**config.mk**
```make
export PLATFORM = sky130hd
export DESIGN_NAME = btn_deb_n_flat
export DESIGN_NICKNAME = d
export VERILOG_FILES = /design/src/rtl/btn_deb_n_if.sv /design/src/rtl/btn_deb_n.sv /design/src/flat_wrapper.sv
export SDC_FILE = /design/constraint.sdc
export NUM_CORES = 1
export LEC_CHECK = 0
export BUFFER_PORTS_ARGS = -buffer_cell sky130_fd_sc_hd__buf_2
export CAP_MARGIN = 0
export CELL_PAD_IN_SITES_DETAIL_PLACEMENT = 1
export CELL_PAD_IN_SITES_GLOBAL_PLACEMENT = 1
export CORE_MARGIN = 3
export CORE_UTILIZATION = 25
export CTS_CLUSTER_DIAMETER = 40
export CTS_CLUSTER_SIZE = 14
export DETAILED_ROUTE_END_ITERATION = 6
export GPL_ROUTABILITY_DRIVEN = 0
export MAX_ROUTING_LAYER = met4
export PLACE_DENSITY_LB_ADDON = 0.1
export SLEW_MARGIN = 20
export SYNTH_ARGS = -nofsm -noshare
export SYNTH_HDL_FRONTEND = slang
export SYNTH_SLANG_ARGS = --single-unit
```
**constraint.sdc**
```tcl
create_clock -name clk -period 5.18 [get_ports clk]
set_input_delay 1.036 -clock clk [delete_from_list [all_inputs] [get_ports clk]]
set_output_delay 1.036 -clock clk [all_outputs]
set_load 0.02 [all_outputs]
```
**src/rtl/btn_deb_n_if.sv**
```systemverilog
// Button debouncer bus: tick enable and raw levels in, debounced level and
// event pulses out. One bit per channel on every vector.
//   ce  : sampling tick enable, one clk wide
//   btn : raw asynchronous button levels, 1 = pressed
//   res : debounced level
//   en  : press pulse        rel : release pulse
//   lng : long-press pulse   rpt : auto-repeat pulse
// master = stimulus side, slave = debouncer side.
interface btn_deb_n_if #(
  parameter int unsigned N = 4
);
  logic         ce;
  logic [N-1:0] btn;
  logic [N-1:0] res;
  logic [N-1:0] en;
  logic [N-1:0] rel;
  logic [N-1:0] lng;
  logic [N-1:0] rpt;

  modport master (
    output ce, btn,
    input  res, en, rel, lng, rpt
  );

  modport slave (
    input  ce, btn,
    output res, en, rel, lng, rpt
  );
endinterface

```
**src/rtl/btn_deb_n.sv**
```systemverilog
// N-channel button debouncer with press/release/long-press/auto-repeat events.
// Ports:
//   clk : system clock, all state on rising edge
//   rst : asynchronous active-high reset
//   bus : btn_deb_n_if.slave (ce, btn in; res, en, rel, lng, rpt out)
// Each channel: 2-flop synchroniser -> ce-paced debounce counter -> level res,
// then a small IDLE/PRESSED/HELD FSM timing long-press and repeat in ce ticks.
// Every output is a flop; channels share nothing but clk, rst and ce.
module btn_deb_n #(
  parameter int unsigned N          = 4,
  parameter int unsigned DEB_TICKS  = 4,
  parameter int unsigned LONG_TICKS = 16,
  parameter int unsigned RPT_TICKS  = 4
) (
  input  logic       clk,
  input  logic       rst,
  btn_deb_n_if.slave bus
);

  // One counter width covers every terminal count, so no count can wrap.
  localparam int unsigned MAX_DL    = (DEB_TICKS > LONG_TICKS) ? DEB_TICKS : LONG_TICKS;
  localparam int unsigned MAX_T     = (MAX_DL > RPT_TICKS) ? MAX_DL : RPT_TICKS;
  localparam int unsigned CW        = (MAX_T > 1) ? $clog2(MAX_T) : 1;
  localparam int unsigned DEB_LAST  = DEB_TICKS - 1;
  localparam int unsigned LONG_LAST = LONG_TICKS - 1;
  localparam int unsigned RPT_LAST  = (RPT_TICKS > 0) ? RPT_TICKS - 1 : 0;
  localparam bit          RPT_ON    = (RPT_TICKS > 0);

  typedef enum logic [1:0] {
    ST_IDLE    = 2'd0,
    ST_PRESSED = 2'd1,
    ST_HELD    = 2'd2
  } state_t;

  logic [N-1:0] res_v;
  logic [N-1:0] en_v;
  logic [N-1:0] rel_v;
  logic [N-1:0] lng_v;
  logic [N-1:0] rpt_v;

  for (genvar i = 0; i < N; i++) begin : g_ch
    logic          s1_q;
    logic          s2_q;
    logic          res_q;
    logic          res_d;
    logic [CW-1:0] dcnt_q;
    logic [CW-1:0] dcnt_d;
    logic          commit;
    logic          rise;
    logic          fall;
    state_t        state_q;
    state_t        state_d;
    logic [CW-1:0] hcnt_q;
    logic [CW-1:0] hcnt_d;
    logic          en_q;
    logic          rel_q;
    logic          lng_q;
    logic          lng_d;
    logic          rpt_q;
    logic          rpt_d;

    // Synchroniser runs every clk, independent of ce.
    always_ff @(posedge clk or posedge rst) begin
      if (rst) begin
        s1_q <= 1'b0;
        s2_q <= 1'b0;
      end else begin
        s1_q <= bus.btn[i];
        s2_q <= s1_q;
      end
    end

    // Debounce: count ce ticks of disagreement, clear on any agreement.
    always_comb begin
      res_d  = res_q;
      dcnt_d = dcnt_q;
      commit = 1'b0;
      if (s2_q == res_q) begin
        dcnt_d = '0;
      end else if (bus.ce) begin
        if (dcnt_q == CW'(DEB_LAST)) begin
          res_d  = s2_q;
          dcnt_d = '0;
          commit = 1'b1;
        end else begin
          dcnt_d = dcnt_q + CW'(1);
        end
      end
    end

    assign rise = commit & s2_q;
    assign fall = commit & ~s2_q;

    // Hold FSM next state; a committing release pre-empts lng/rpt on the same edge.
    always_comb begin
      state_d = state_q;
      hcnt_d  = hcnt_q;
      lng_d   = 1'b0;
      rpt_d   = 1'b0;
      case (state_q)
        ST_IDLE: begin
          if (rise) begin
            state_d = ST_PRESSED;
            hcnt_d  = '0;
          end
        end
        ST_PRESSED: begin
          if (fall) begin
            state_d = ST_IDLE;
            hcnt_d  = '0;
          end else if (bus.ce) begin
            if (hcnt_q == CW'(LONG_LAST)) begin
              lng_d   = 1'b1;
              hcnt_d  = '0;
              state_d = ST_HELD;
            end else begin
              hcnt_d = hcnt_q + CW'(1);
            end
          end
        end
        ST_HELD: begin
          if (fall) begin
            state_d = ST_IDLE;
            hcnt_d  = '0;
          end else if (bus.ce && RPT_ON) begin
            if (hcnt_q == CW'(RPT_LAST)) begin
              rpt_d  = 1'b1;
              hcnt_d = '0;
            end else begin
              hcnt_d = hcnt_q + CW'(1);
            end
          end
        end
        default: begin
          state_d = ST_IDLE;
          hcnt_d  = '0;
        end
      endcase
    end

    // State, counters and registered outputs.
    always_ff @(posedge clk or posedge rst) begin
      if (rst) begin
        res_q   <= 1'b0;
        dcnt_q  <= '0;
        state_q <= ST_IDLE;
        hcnt_q  <= '0;
        en_q    <= 1'b0;
        rel_q   <= 1'b0;
        lng_q   <= 1'b0;
        rpt_q   <= 1'b0;
      end else begin
        res_q   <= res_d;
        dcnt_q  <= dcnt_d;
        state_q <= state_d;
        hcnt_q  <= hcnt_d;
        en_q    <= rise;
        rel_q   <= fall;
        lng_q   <= lng_d;
        rpt_q   <= rpt_d;
      end
    end

    assign res_v[i] = res_q;
    assign en_v[i]  = en_q;
    assign rel_v[i] = rel_q;
    assign lng_v[i] = lng_q;
    assign rpt_v[i] = rpt_q;
  end

  assign bus.res = res_v;
  assign bus.en  = en_v;
  assign bus.rel = rel_v;
  assign bus.lng = lng_v;
  assign bus.rpt = rpt_v;

endmodule

```
**src/flat_wrapper.sv**
```systemverilog
// flat-port wrapper written by rule: the top's interface ports become plain ports
module btn_deb_n_flat 
#(
  parameter int unsigned N          = 4,
  parameter int unsigned DEB_TICKS  = 4,
  parameter int unsigned LONG_TICKS = 16,
  parameter int unsigned RPT_TICKS  = 4
)
  (clk, rst, bus_ce, bus_btn, bus_res, bus_en, bus_rel, bus_lng, bus_rpt);
  btn_deb_n_if #(.N(N)) bus_i ();
  input  logic clk;
  input  logic rst;
  input wire logic [$bits(bus_i.ce)-1:0] bus_ce;
  input wire logic [$bits(bus_i.btn)-1:0] bus_btn;
  output wire logic [$bits(bus_i.res)-1:0] bus_res;
  output wire logic [$bits(bus_i.en)-1:0] bus_en;
  output wire logic [$bits(bus_i.rel)-1:0] bus_rel;
  output wire logic [$bits(bus_i.lng)-1:0] bus_lng;
  output wire logic [$bits(bus_i.rpt)-1:0] bus_rpt;
  assign bus_i.ce = bus_ce;
  assign bus_i.btn = bus_btn;
  assign bus_res = bus_i.res;
  assign bus_en = bus_i.en;
  assign bus_rel = bus_i.rel;
  assign bus_lng = bus_i.lng;
  assign bus_rpt = bus_i.rpt;
  btn_deb_n #(.N(N), .DEB_TICKS(DEB_TICKS), .LONG_TICKS(LONG_TICKS), .RPT_TICKS(RPT_TICKS)) u_core (.clk(clk), .rst(rst), .bus(bus_i));
endmodule
```
After elaboration in Yosys (flattened, before gate mapping)

Cells that the tools add are included.
Widths: inputs -> output; s select.

Bits of input ports: 7
Output and inout bits: 20
Bits in registers: 68
Word-level logic and storage cells: 240

Equality and inequality tests: 44
Bitwise gates (word level): 16
Reduce and logical (&&, ||, !) cells: 20
Add/subtract/negate cells: 8
Multiplexer cells: 112

Operators by type and width:

| operator            | number |
|---|---|
| $mux 4              | 40 |
| $pmux 4 s3          | 4 |
| $mux 1              | 44 |
| $mux 2              | 20 |
| $add 4x1->4 const B | 8 |
| $eq 4x2->1 const B  | 8 |
| $ne 3x2->1 const B  | 8 |
| $pmux 2 s3          | 4 |
| $reduce_and 3->1    | 8 |
| $eq 4x4->1 const B  | 4 |
| $ne 2x1->1 const B  | 8 |
| $reduce_and 4->1    | 4 |
| $ne 3x1->1 const B  | 4 |
| $and 1x1->1         | 8 |
| $eq 2x1->1 const B  | 4 |
| $eq 2x2->1 const B  | 4 |
| $logic_not 2->1     | 4 |
| $not 1->1           | 8 |
| $reduce_bool 2->1   | 4 |
| $eq 1x1->1          | 4 |

Longest topological paths before layout

Gate-level depths: netlist (run 1).

Depth in word-level cells: 7
Gate-level depth with buffers: 7
Mapped depth without buffers: 6

Worst setup path before layout (run 1)

Ideal clock, no wire load.

Path kind: input to register
From: input bus_ce
To: register u_core.g_ch[0].hcnt_q[3]
Path slack: 2.843 ns
Buffers on the path: 2
Stages: 6
Setup time: 0.080 ns
Required time: 5.100 ns
Arrival: 2.257 ns
Cell sequence: buf_4 -> nand4bb_1 -> buf_2 -> o21a_4 -> or4_4 -> o211ai_2

Longest elaborated chain between the ends: 5

RTL lines:

| what                                                     | RTL line                         | text |
|---|---|---|
| start, declared                                          | flat_wrapper.sv:13               | `input wire logic [$bits(bus_i.ce)-1:0] bus_ce;` |
| $mux 1                                                   | btn_deb_n.sv:80                  | `end else if (bus.ce) begin` |
| $mux 1                                                   | btn_deb_n.sv:78                  | `if (s2_q == res_q) begin` |
| $and 1x1->1, on equally long branches                    | btn_deb_n.sv:92, btn_deb_n.sv:91 |  |
| $ne 3x2->1 (no line) (tied with other cells)             | -                                |  |
| $reduce_and 3->1 (no line) or $pmux 4 s3 (tied branches) | -                                |  |
| end signal, assigned                                     | btn_deb_n.sv:156                 | `hcnt_q <= hcnt_d;` |
| end, declared                                            | btn_deb_n.sv:53                  | `logic [CW-1:0] hcnt_q;` |

Parallel ways exist; a longest one is shown, timed or not.
A chain may end at the register's enable or synchronous reset.

Final worst setup path (run 1)

From: input bus_ce
To: register u_core.g_ch[3].hcnt_q[2]

Longest elaborated chain between the ends: 5

RTL lines:

| what                                                     | RTL line |
|---|---|
| $mux 1                                                   | btn_deb_n.sv:80 |
| $mux 1                                                   | btn_deb_n.sv:78 |
| $and 1x1->1, on equally long branches                    | btn_deb_n.sv:92, btn_deb_n.sv:91 |
| $ne 3x2->1 (no line) (tied with other cells)             | - |
| $reduce_and 3->1 (no line) or $pmux 4 s3 (tied branches) | - |
| end signal, assigned                                     | btn_deb_n.sv:156 |
| end, declared                                            | btn_deb_n.sv:53 |

Parallel ways exist; a longest one is shown, timed or not.

==> flow_summary.json, run 1 <==
{
  "synth_top_family_by_area": "simple AND/OR/NAND/NOR gates",
  "clk_root_buf": "sky130_fd_sc_hd__clkbuf_16",
  "mappedNetlistArea_um2": 3660,
  "vdd.ir_drop.worst_v": 0.000139,
  "timing.critical_path.slowest_cell_delay_ns": 0.62,
  "worstReg2RegEnd": "u_core.g_ch[0].hcnt_q[3]$_DFFE_PP0P_",
  "timing.hold.worst.class": "flop to flop",
  "die-height_um": 127,
  "hold_violations": 0,
  "post_synth_top_flop": "sky130_fd_sc_hd__dfrtp_1",
  "cts_tree": "yes",
  "criticalPathCategory": "primary input to flop",
  "yosys_register_bits": 68,
  "cts_num_sinks": 68,
  "drcViolationCount": 0,
  "worstRegToRegCells": 5,
  "synth.net_count": 391,
  "power.density_nw_per_um2": 442,
  "first_global_vias": 2818,
  "num_io_pins": 27,
  "drv_cap": 0,
  "synth-compound-area-share_pct": 13.9,
  "final_antenna_net_count": 0,
  "muxShareOfSynthArea_pct": 3.42,
  "grt_max_degree": 49,
  "setup.worst_path.start": "bus_ce",
  "drt_first_iter_violations": 109,
  "synth_top_area_share_pct": 46.5,
  "chip_width_um": 127,
  "cts-hold-fix-buffers": 0,
  "dieArea_um2": 16100,
  "synth.yosys.seq_area_share_pct": 46.5,
  "timing.final.setup_violations": 0,
  "synthesis.instances": 364,
  "clkLatencyLatePin_ns": 0.33,
  "layout-area-overhead-vs-synth_pct": 12.8,
  "ratio_of_cells_with_drive_above_1_in_the_final_layout_pct": 15.8,
  "synth-warning-count": 0,
  "route.detailed.vias_per_inst": 4.89,
  "final.period_utilization_pct": 55.5,
  "synth_fa_ha_area_share_pct": 6.83,
  "grt_antenna_before_repair": 0,
  "type_of_element_capturing_the_critical_path": "flop",
  "worst_hold_path.endpoint": "u_core.g_ch[2].s2_q$_DFF_PP0_",
  "post-route-worst-setup-slack_ns": 2.30,
  "synth_most_common_cell": "sky130_fd_sc_hd__dfrtp_1",
  "drt_wl_total_um": 8200,
  "critPathRequiredTime_ns": 5.40,
  "tightest_slew_ns": 0.633,
  "coreArea_um2": 14100,
  "synth.area.top_cells": "sky130_fd_sc_hd__dfrtp_1 46%, sky130_fd_sc_hd__ha_1 6.8%, sky130_fd_sc_hd__buf_4 4.3%",
  "detailed_placer_s_ending_hpwl_um": 5770,
  "critical-path-top-delay-family": "buffers and inverters",
  "drt-pass1-iter-count": 4,
  "cells_resized_by_post_cts_repair": 0,
  "run_status": "finished, final reports clean",
  "dpl_worst_slack_ns": 1.81,
  "post_cts_buffers": 0,
  "setup_tns_ns": 0,
  "syn-mean-instance-area_um2": 10.1,
  "final-max-slew-violation-count": 0,
  "setup_repair_after_global_routing_missed_its_margin": "false",
  "critical-path-slowest-cell": "sky130_fd_sc_hd__clkinv_1",
  "min_delay_path_depth": 0,
  "cp_num_buf_inv": 2,
  "route.vias.total": 2736,
  "average_routed_wire_per_standard_cell_um": 14.6,
  "fmax_mhz": 348,
  "nNetsFinal": 402,
  "clockBufferDepth": 2,
  "ys_types": 52,
  "fin_worst_skew_ns": 0.00416,
  "worst_flop_to_flop_path_startpoint": "u_core.g_ch[0].dcnt_q[0]$_DFFE_PP0P_",
  "synth.top_cells.by_count": "68 x sky130_fd_sc_hd__dfrtp_1, 30 x sky130_fd_sc_hd__nor2_1, 22 x sky130_fd_sc_hd__o21ai_0",
  "placement.io_buffers": 26,
  "critical_path_peak_fanout": 27,
  "totalPowerFinal_mw": 1.83,
  "all_layer_gr_usage_pct": 11.2,
  "globalRoute.totalOverflow": 0,
  "worstPathCellList": "buf_2, clkinv_1, o21ai_0, o311ai_0, a22o_1",
  "h-tree-depth": 3,
  "worst-r2r-setup-slack_ns": 3.14,
  "synthSimpleGateAreaFrac_pct": 21.4,
  "clk_transition_reported_paths_ns": 0.06,
  "worstSetupStartpointType": "primary input",
  "p_leak_nw": 1.83,
  "antenna_fix_cells": 0,
  "worst_slew_margin_rel_pct": 57.4,
  "finalCriticalPeriod_ns": 2.88,
  "post_synth_top_area_cell": "sky130_fd_sc_hd__dfrtp_1",
  "start_util_pct": 26.0,
  "numCtsBuffers": 9,
  "critical_path_arrival_ns": 3.10,
  "synth-edff-count": 0,
  "count_of_standard_cell_rows": 43,
  "grt_first_pass_wirelength_um": 14100,
  "share_of_the_synthesized_netlist_area_taken_by_xor_and_xnor_gates_pct": 0.957,
  "synth-async-reset-ratio_pct": 100,
  "holdCritStartpoint": "u_core.g_ch[2].s1_q$_DFF_PP0_"
}
## layout make-up
type,instances,area [um^2]
clock buffers,13,270
clock inverters,3,20.0
fillers,1620,9960
inverters,20,75.1
multi-input cells,249,1700
flip-flops and latches,68,1700
well taps,180,225
repair buffers,27,138
## power breakdown
part	internal (mW)	total (mW)	switching, mW	leakage [nW]
sequential	0.605	0.666	0.0618	0.915
clock	0.363	0.597	0.234	0.138
combinational	0.214	0.562	0.348	0.777
total	1.18	1.83	0.644	1.83
## layer usage
metal  share of wire (%)  track usage (%)  routed length [um]
met1                  47             13.6                3890
met2                  48             17.8                3910
met4                 1.2             3.41                  97
met3                 3.7             3.85                 301
met5                   0                -                   0
## registers in the layout, summed over array words and instances, names as in the netlist
signal / count
u_core.g_ch.en_q: 4
u_core.g_ch.rpt_q: 4
u_core.g_ch.s1_q: 4
u_core.g_ch.hcnt_q: 16
u_core.g_ch.s2_q: 4
u_core.g_ch.rel_q: 4
u_core.g_ch.lng_q: 4
u_core.g_ch.state_q: 8
u_core.g_ch.dcnt_q: 16
u_core.g_ch.res_q: 4
## worst max-delay path by stage
stage	to	slack (ns)	cells past startpoint
6_report	u_core.g_ch[3].hcnt_q[2]$_DFFE_PP0P_	2.30	5
3_3_place_gp	u_core.g_ch[3].hcnt_q[2]$_DFFE_PP0P_	1.88	5
5_1_grt	u_core.g_ch[3].hcnt_q[2]$_DFFE_PP0P_	1.93	5
3_5_place_dp	u_core.g_ch[3].hcnt_q[2]$_DFFE_PP0P_	1.81	5
4_1_cts	u_core.g_ch[3].hcnt_q[2]$_DFFE_PP0P_	2.20	5
2_1_floorplan	u_core.g_ch[0].dcnt_q[0]$_DFFE_PP0P_	2.43	1
## worst register-to-register path, delay by kind of cell (launching register included)
family | cells | cell delay, ns
and+or+nand+nor | 2 | 0.84
adders and majority gates | 1 | 0.23
AOI/OAI and AO/OA | 2 | 0.50
DFF | 1 | 0.39
## logic make-up after synthesis
logic type / after synthesis
AND/OR/NAND/NOR: 135
multiplexers: 12
XOR/XNOR: 4
adder cells (fa/ha/maj): 20
flip-flops: 68
AO/OA/AOI/OAI: 78
buffers and inverters: 47
## stage by stage
step | hold WS (ns) | cell area, um^2 | instances | util (%)
floorplan | 0.331 | 3660 | 364 | -
global placement | 0.332 | 3840 | 544 | 27.3
detailed placement | 0.336 | 3840 | 544 | 27.3
CTS | 0.349 | 4130 | 560 | 29.3
global route | 0.357 | 4130 | 560 | 29.3
finish | 0.347 | 4130 | 560 | 29.3
## placed cells by master, fill, tap and decap left out, types with 4 or more instances in the layout
master	count
sky130_fd_sc_hd__dfrtp_1	68
sky130_fd_sc_hd__nor2_1	30
sky130_fd_sc_hd__buf_2	26
sky130_fd_sc_hd__o21ai_0	22
sky130_fd_sc_hd__a21oi_1	20
sky130_fd_sc_hd__ha_1	20
sky130_fd_sc_hd__inv_1	18
sky130_fd_sc_hd__nand2_1	18
sky130_fd_sc_hd__nand3_1	11
sky130_fd_sc_hd__nand2b_1	10
sky130_fd_sc_hd__clkbuf_16	9
sky130_fd_sc_hd__mux2i_1	8
sky130_fd_sc_hd__nand4_1	8
sky130_fd_sc_hd__nor3_1	7
sky130_fd_sc_hd__nor4b_1	6
sky130_fd_sc_hd__o311ai_0	5
sky130_fd_sc_hd__nor4_1	5
sky130_fd_sc_hd__nand4bb_1	4
sky130_fd_sc_hd__or3b_2	4
sky130_fd_sc_hd__or3_1	4
sky130_fd_sc_hd__o221ai_1	4
sky130_fd_sc_hd__mux2_2	4
sky130_fd_sc_hd__and2_1	4
sky130_fd_sc_hd__or2_2	4
sky130_fd_sc_hd__nor2b_1	4
sky130_fd_sc_hd__a22o_1	4
sky130_fd_sc_hd__nor3b_1	4
sky130_fd_sc_hd__xor2_1	4
Power figures use the tool's default switching activity.
==> inputs of run 2 (changes only) <==
==> constraint.sdc (replaced) <==
create_clock -name clk -period 2.6 [get_ports clk]
set_input_delay 0.52 -clock clk [delete_from_list [all_inputs] [get_ports clk]]
set_output_delay 0.52 -clock clk [all_outputs]
set_load 0.02 [all_outputs]
==> run 2 against run 1 <==
Die area did not move. Count of clock-buffer cells in the layout increased by 1. Combinational power increased by 100%. Utilization up 0.40 points. Via count increased by 0.26%. Wire length increased by 4.8%. Hold slack got worse by 0.17 ns. Clock skew is 0.0022 ns higher. Setup slack worse by 1.7 ns. Register-to-register slack worse by 2.6 ns. Flip-flop and latch count did not move. Highest routed layer unchanged.
==> flow_summary.json, run 2 (same netlist as run 1, synthesis figures left out) <==
{
  "run_status": "finished, final reports clean",
  "grt_antenna_before_repair": 0,
  "ratio_of_cells_with_drive_above_1_in_the_final_layout_pct": 16.2,
  "clkLatencyLatePin_ns": 0.34,
  "power.switching_mw": 1.29,
  "drv_cap": 0,
  "all_layer_gr_usage_pct": 11.9,
  "mostFrequentLayoutCell": "sky130_fd_sc_hd__dfrtp_1",
  "numCtsBuffers": 9,
  "critical_path_peak_fanout": 8,
  "globalRoute.totalOverflow": 0,
  "totalPowerFinal_mw": 3.75,
  "dieArea_um2": 16100,
  "drt_first_iter_violations": 137,
  "pwr-share-comb_pct": 30.5,
  "cts-hold-fix-buffers": 0,
  "h-tree-depth": 3,
  "die-height_um": 127,
  "chip_width_um": 127,
  "fill_cells": 1619,
  "worst_slew_margin_rel_pct": 54.9,
  "final_antenna_net_count": 0,
  "dpl-instance-area_um2": 3880,
  "vdd.ir_drop.worst_v": 0.000290,
  "num_io_pins": 27,
  "final-max-slew-violation-count": 0,
  "netSwitchingFraction_pct": 34.5,
  "worstPathCellList": "ha_1, nand4bb_1, o21ai_2, o221ai_1, mux2_2",
  "dpl_worst_slack_ns": 0.259,
  "fmax_mhz": 489,
  "finalCriticalPeriod_ns": 2.04,
  "timing.final.setup_violations": 0,
  "grt_first_pass_wirelength_um": 14700,
  "p_leak_nw": 1.86,
  "critical-path-top-delay-family": "compound AO/OA/AOI/OAI gates",
  "power.density_nw_per_um2": 895,
  "nNetsFinal": 406,
  "setup_tns_ns": 0,
  "layout-area-overhead-vs-synth_pct": 14.4,
  "cts_tree": "yes",
  "average_routed_wire_per_standard_cell_um": 15.3,
  "hold_violations": 0,
  "worstSetupStartpointType": "flop",
  "timing.critical_path.slowest_cell_delay_ns": 0.41,
  "detailed_placer_s_ending_hpwl_um": 6050,
  "first_global_vias": 2873,
  "route.vias.total": 2743,
  "fin_worst_skew_ns": 0.00641,
  "count_of_standard_cell_rows": 43,
  "largestRegisters": "u_core.g_ch.dcnt_q (16), u_core.g_ch.hcnt_q (16), u_core.g_ch.state_q (8)",
  "critical-path-slowest-cell": "sky130_fd_sc_hd__o21ai_2",
  "clk_transition_reported_paths_ns": 0.06,
  "criticalPathCategory": "flop to flop",
  "cell_internal_power_mw": 2.46,
  "post_cts_buffers": 0,
  "antenna_fix_cells": 0,
  "cts_num_sinks": 68,
  "final.period_utilization_pct": 78.6,
  "tightest_slew_ns": 0.669,
  "critical_path_arrival_ns": 2.27,
  "cp_num_buf_inv": 0,
  "clk_root_buf": "sky130_fd_sc_hd__clkbuf_16",
  "critPathRequiredTime_ns": 2.83,
  "drcViolationCount": 0,
  "start_util_pct": 26.0,
  "placement.io_buffers": 26,
  "drt-pass1-iter-count": 4,
  "setup_repair_after_global_routing_missed_its_margin": "false",
  "power.sequential.fraction_pct": 35.5,
  "power_frac_clock_pct": 34.0,
  "timing.hold.worst.class": "primary input to async pin",
  "drt_wl_total_um": 8590,
  "leading_cell_types_in_the_layout_fill_and_taps_excluded": "68 x sky130_fd_sc_hd__dfrtp_1, 30 x sky130_fd_sc_hd__nor2_1, 26 x sky130_fd_sc_hd__buf_2, 22 x sky130_fd_sc_hd__o21ai_0",
  "clockBufferDepth": 2,
  "cells_resized_by_post_cts_repair": 0,
  "grt_max_degree": 51,
  "stdcell_area_um2": 4190,
  "route.detailed.vias_per_inst": 4.87,
  "type_of_element_capturing_the_critical_path": "flop",
  "post-route-worst-setup-slack_ns": 0.557,
  "coreArea_um2": 14100
}
run 2: cell count changes in the layout (fill, tap and decap cells not counted):
cell / delta
sky130_fd_sc_hd__bufinv_16: +1
sky130_fd_sc_hd__clkbuf_1: +1
sky130_fd_sc_hd__buf_4: +3
sky130_fd_sc_hd__clkinv_2: -1
sky130_fd_sc_hd__clkinvlp_4: -2
sky130_fd_sc_hd__buf_12: +1
run 2: final timing paths:
path	slack [ns]	start	cells past startpoint	to
setup / recovery	0.56	u_core.g_ch[3].dcnt_q[0]$_DFFE_PP0P_	5	u_core.g_ch[3].state_q[0]$_DFFE_PP0P_
hold / removal	0.18	rst	2	u_core.g_ch[2].res_q$_DFFE_PP0P_
setup reg to reg	0.56	u_core.g_ch[3].dcnt_q[0]$_DFFE_PP0P_	5	u_core.g_ch[3].state_q[0]$_DFFE_PP0P_
hold reg to reg	0.35	u_core.g_ch[0].s1_q$_DFF_PP0_	0	u_core.g_ch[0].s2_q$_DFF_PP0_
max in group asynchronous	1.78	rst	3	u_core.g_ch[1].dcnt_q[2]$_DFFE_PP0P_
min in group clk	0.28	bus_btn[0]	1	u_core.g_ch[0].s1_q$_DFF_PP0_
run 2: power groups by stage:
| stage | combinational (mW) | clock (mW) | sequential, mW |
|---|---|---|---|
| floorplan | 0.897 | 0 | 1.31 |
| finish | 1.14 | 1.28 | 1.33 |
| detailed placement | 1.16 | 0 | 1.35 |
| global placement | 1.13 | 0 | 1.35 |
| CTS | 1.16 | 1.32 | 1.33 |
| global route | 1.31 | 1.38 | 1.36 |
run 2: metal layers:
| layer | up-vias | wire (um) | track usage (%) |
|---|---|---|---|
| li1 | 1327 | - | - |
| met1 | 1374 | 4230 | 15.1 |
| met2 | 27 | 3910 | 17.8 |
| met3 | 15 | 229 | 2.55 |
| met4 | 0 | 219 | 6.62 |
| met5 | - | 0 | - |
run 2: area by class of cell:
type	count	area [um^2]	share of cell area (%)
clock buffers	14	274	6.54
multi-input cells	249	1700	40.7
flip-flops and latches	68	1700	40.6
well taps	180	225	5.38
repair buffers	31	180	4.30
clock inverters	1	30.0	0.717
inverters	20	75.1	1.79
run 2: worst reg2reg max path: cells and delay by family, from the launching register on:
family / cells / cell delay (ns)
multiplexers: 1 / 0.32
adder cells (fa/ha/maj): 1 / 0.23
AND/OR/NAND/NOR: 1 / 0.30
AO/OA/AOI/OAI: 2 / 0.67
flip-flops: 1 / 0.40
run 2: metrics by stage:
step | hold WS (ns) | utilization (%) | std cells
after global placement | 0.331 | 27.6 | 548
after floorplan | 0.331 | - | 364
after global routing | 0.212 | 29.7 | 563
after CTS | 0.182 | 29.7 | 563
after detailed placement | 0.336 | 27.6 | 548
final | 0.177 | 29.7 | 563
==> inputs of run 3 (changes only) <==
==> constraint.sdc (replaced) <==
create_clock -name clk -period 2.15 [get_ports clk]
set_input_delay 0.43 -clock clk [delete_from_list [all_inputs] [get_ports clk]]
set_output_delay 0.43 -clock clk [all_outputs]
set_load 0.02 [all_outputs]
==> run 3 against run 2 <==
Flip-flop and latch count is the same. Design area grew 1.8%. Critical path depth is the same.
==> flow_summary.json, run 3 (same netlist as run 1, synthesis figures left out) <==
{
  "drt_first_iter_violations": 120,
  "worstPathCellList": "ha_1, or3b_2, a21oi_1, o311ai_0, a22o_1",
  "clk_root_buf": "sky130_fd_sc_hd__clkbuf_16",
  "worst-r2r-setup-slack_ns": 0.25,
  "first_global_vias": 3013,
  "post_cts_buffers": 0,
  "timing.hold.worst.class": "primary input to async pin",
  "average_routed_wire_per_standard_cell_um": 14.8,
  "numPlacedInstances": 561,
  "dpl-instance-area_um2": 4000,
  "die-height_um": 127,
  "fill_cells": 1632,
  "vdd.ir_drop.worst_v": 0.000330,
  "type_of_element_capturing_the_critical_path": "flop",
  "grt_max_degree": 21,
  "h-tree-depth": 3,
  "drcViolationCount": 0,
  "power.density_nw_per_um2": 1040,
  "final-max-slew-violation-count": 0,
  "nNetsFinal": 419,
  "globalRoute.totalOverflow": 0,
  "worstSetupStartpointType": "flop",
  "cts_tree": "yes",
  "clkLatencyLatePin_ns": 0.33,
  "tightest_slew_ns": 0.459,
  "critical-path-slowest-cell": "sky130_fd_sc_hd__or3b_2",
  "cts_num_sinks": 68,
  "setup_repair_after_global_routing_missed_its_margin": "false",
  "critical-path-top-delay-family": "compound AO/OA/AOI/OAI gates",
  "antenna_fix_cells": 0,
  "hold_violations": 0,
  "fin_worst_skew_ns": 0.00380,
  "num_io_pins": 27,
  "clk_transition_reported_paths_ns": 0.05,
  "final.period_utilization_pct": 88.3,
  "layout-area-overhead-vs-synth_pct": 16.5,
  "numCtsBuffers": 9,
  "count_of_standard_cell_rows": 43,
  "detailed_placer_s_ending_hpwl_um": 6330,
  "finalCriticalPeriod_ns": 1.90,
  "layout.core_utilization_pct": 30.3,
  "fmax_mhz": 527,
  "timing.final.setup_violations": 0,
  "cells_resized_by_post_cts_repair": 0,
  "critPathRequiredTime_ns": 2.36,
  "leading_cell_types_in_the_layout_fill_and_taps_excluded": "68 x sky130_fd_sc_hd__dfrtp_1, 30 x sky130_fd_sc_hd__nor2_1, 26 x sky130_fd_sc_hd__buf_2, 22 x sky130_fd_sc_hd__o21ai_0",
  "setup_tns_ns": 0,
  "cts-hold-fix-buffers": 0,
  "drt_wl_total_um": 8530,
  "clockBufferDepth": 2,
  "p_leak_nw": 1.92,
  "cp_num_buf_inv": 0,
  "route.detailed.vias_per_inst": 4.81,
  "critical_path_peak_fanout": 5,
  "grt_antenna_before_repair": 0,
  "chip_width_um": 127,
  "drt-pass1-iter-count": 4,
  "stdcell_area_um2": 4270,
  "run_status": "finished, final reports clean",
  "ratio_of_cells_with_drive_above_1_in_the_final_layout_pct": 18.9,
  "placement.io_buffers": 26,
  "instances_no_fill": 576,
  "coreArea_um2": 14100,
  "dieArea_um2": 16100,
  "all_layer_gr_usage_pct": 11.9,
  "criticalPathCategory": "flop to flop",
  "timing.critical_path.slowest_cell_delay_ns": 0.49,
  "worst_slew_margin_rel_pct": 69.3,
  "grt_first_pass_wirelength_um": 15100,
  "critical_path_arrival_ns": 2.11,
  "mostFrequentLayoutCell": "sky130_fd_sc_hd__dfrtp_1",
  "final_antenna_net_count": 0,
  "drv_cap": 0,
  "start_util_pct": 26.0,
  "largestRegisters": "u_core.g_ch.dcnt_q (16), u_core.g_ch.hcnt_q (16), u_core.g_ch.state_q (8)",
  "route.vias.total": 2769
}
[run 3: cell types whose count changed in the layout (fill, tap and decap cells not counted), sizes merged]
| cell | before | now |
|---|---|---|
| bufinv | 1 | 0 |
| clkbuf | 14 | 13 |
| buf | 31 | 44 |
| clkinv | 1 | 3 |
[run 3: per-layer routing]
layer	GRT usage, %	vias up	share of wire, %
li1	-	1347	-
met1	14.3	1390	47
met2	19.4	25	49
met3	3.09	7	2.9
met4	3.97	0	1.2
met5	-	-	0
[run 3: cell type report]
type | instances | area [um^2] | area share, %
multi-input combinational | 249 | 1700 | 39.9
sequential | 68 | 1700 | 39.9
clock buffer | 13 | 260 | 6.10
inverter | 20 | 75.1 | 1.76
tap | 180 | 225 | 5.28
timing repair buffer | 44 | 290 | 6.81
clock inverter | 2 | 10.0 | 0.235
[run 3: path summary, 6_finish.rpt]
kind                                                       from                              endpoint  depth (start not counted)
max reg2reg                u_core.g_ch[1].hcnt_q[0]$_DFFE_PP0P_  u_core.g_ch[1].hcnt_q[2]$_DFFE_PP0P_                          5
min                                                         rst         u_core.g_ch[2].s2_q$_DFF_PP0_                          2
max                        u_core.g_ch[1].hcnt_q[0]$_DFFE_PP0P_  u_core.g_ch[1].hcnt_q[2]$_DFFE_PP0P_                          5
max in group asynchronous                                   rst         u_core.g_ch[1].s2_q$_DFF_PP0_                          3
min reg2reg                       u_core.g_ch[3].s1_q$_DFF_PP0_         u_core.g_ch[3].s2_q$_DFF_PP0_                          0
min in group clk                                     bus_btn[0]         u_core.g_ch[0].s1_q$_DFF_PP0_                          1
[run 3: stage by stage]
stage	hold slack, ns	setup slack [ns]	power, mW
after floorplan	0.331	0.00849	2.67
after global placement	0.332	0.114	3.10
after detailed placement	0.336	0.0942	3.11
after CTS	0.113	0.267	4.54
after global routing	0.144	0.100	4.80
final	0.109	0.252	4.42
[run 3: power by group]
| part | leakage [nW] | switching, mW | internal [mW] |
|---|---|---|---|
| combinational | 0.868 | 0.862 | 0.600 |
| sequential | 0.915 | 0.146 | 1.46 |
| clock | 0.135 | 0.525 | 0.833 |
| total | 1.92 | 1.53 | 2.89 |
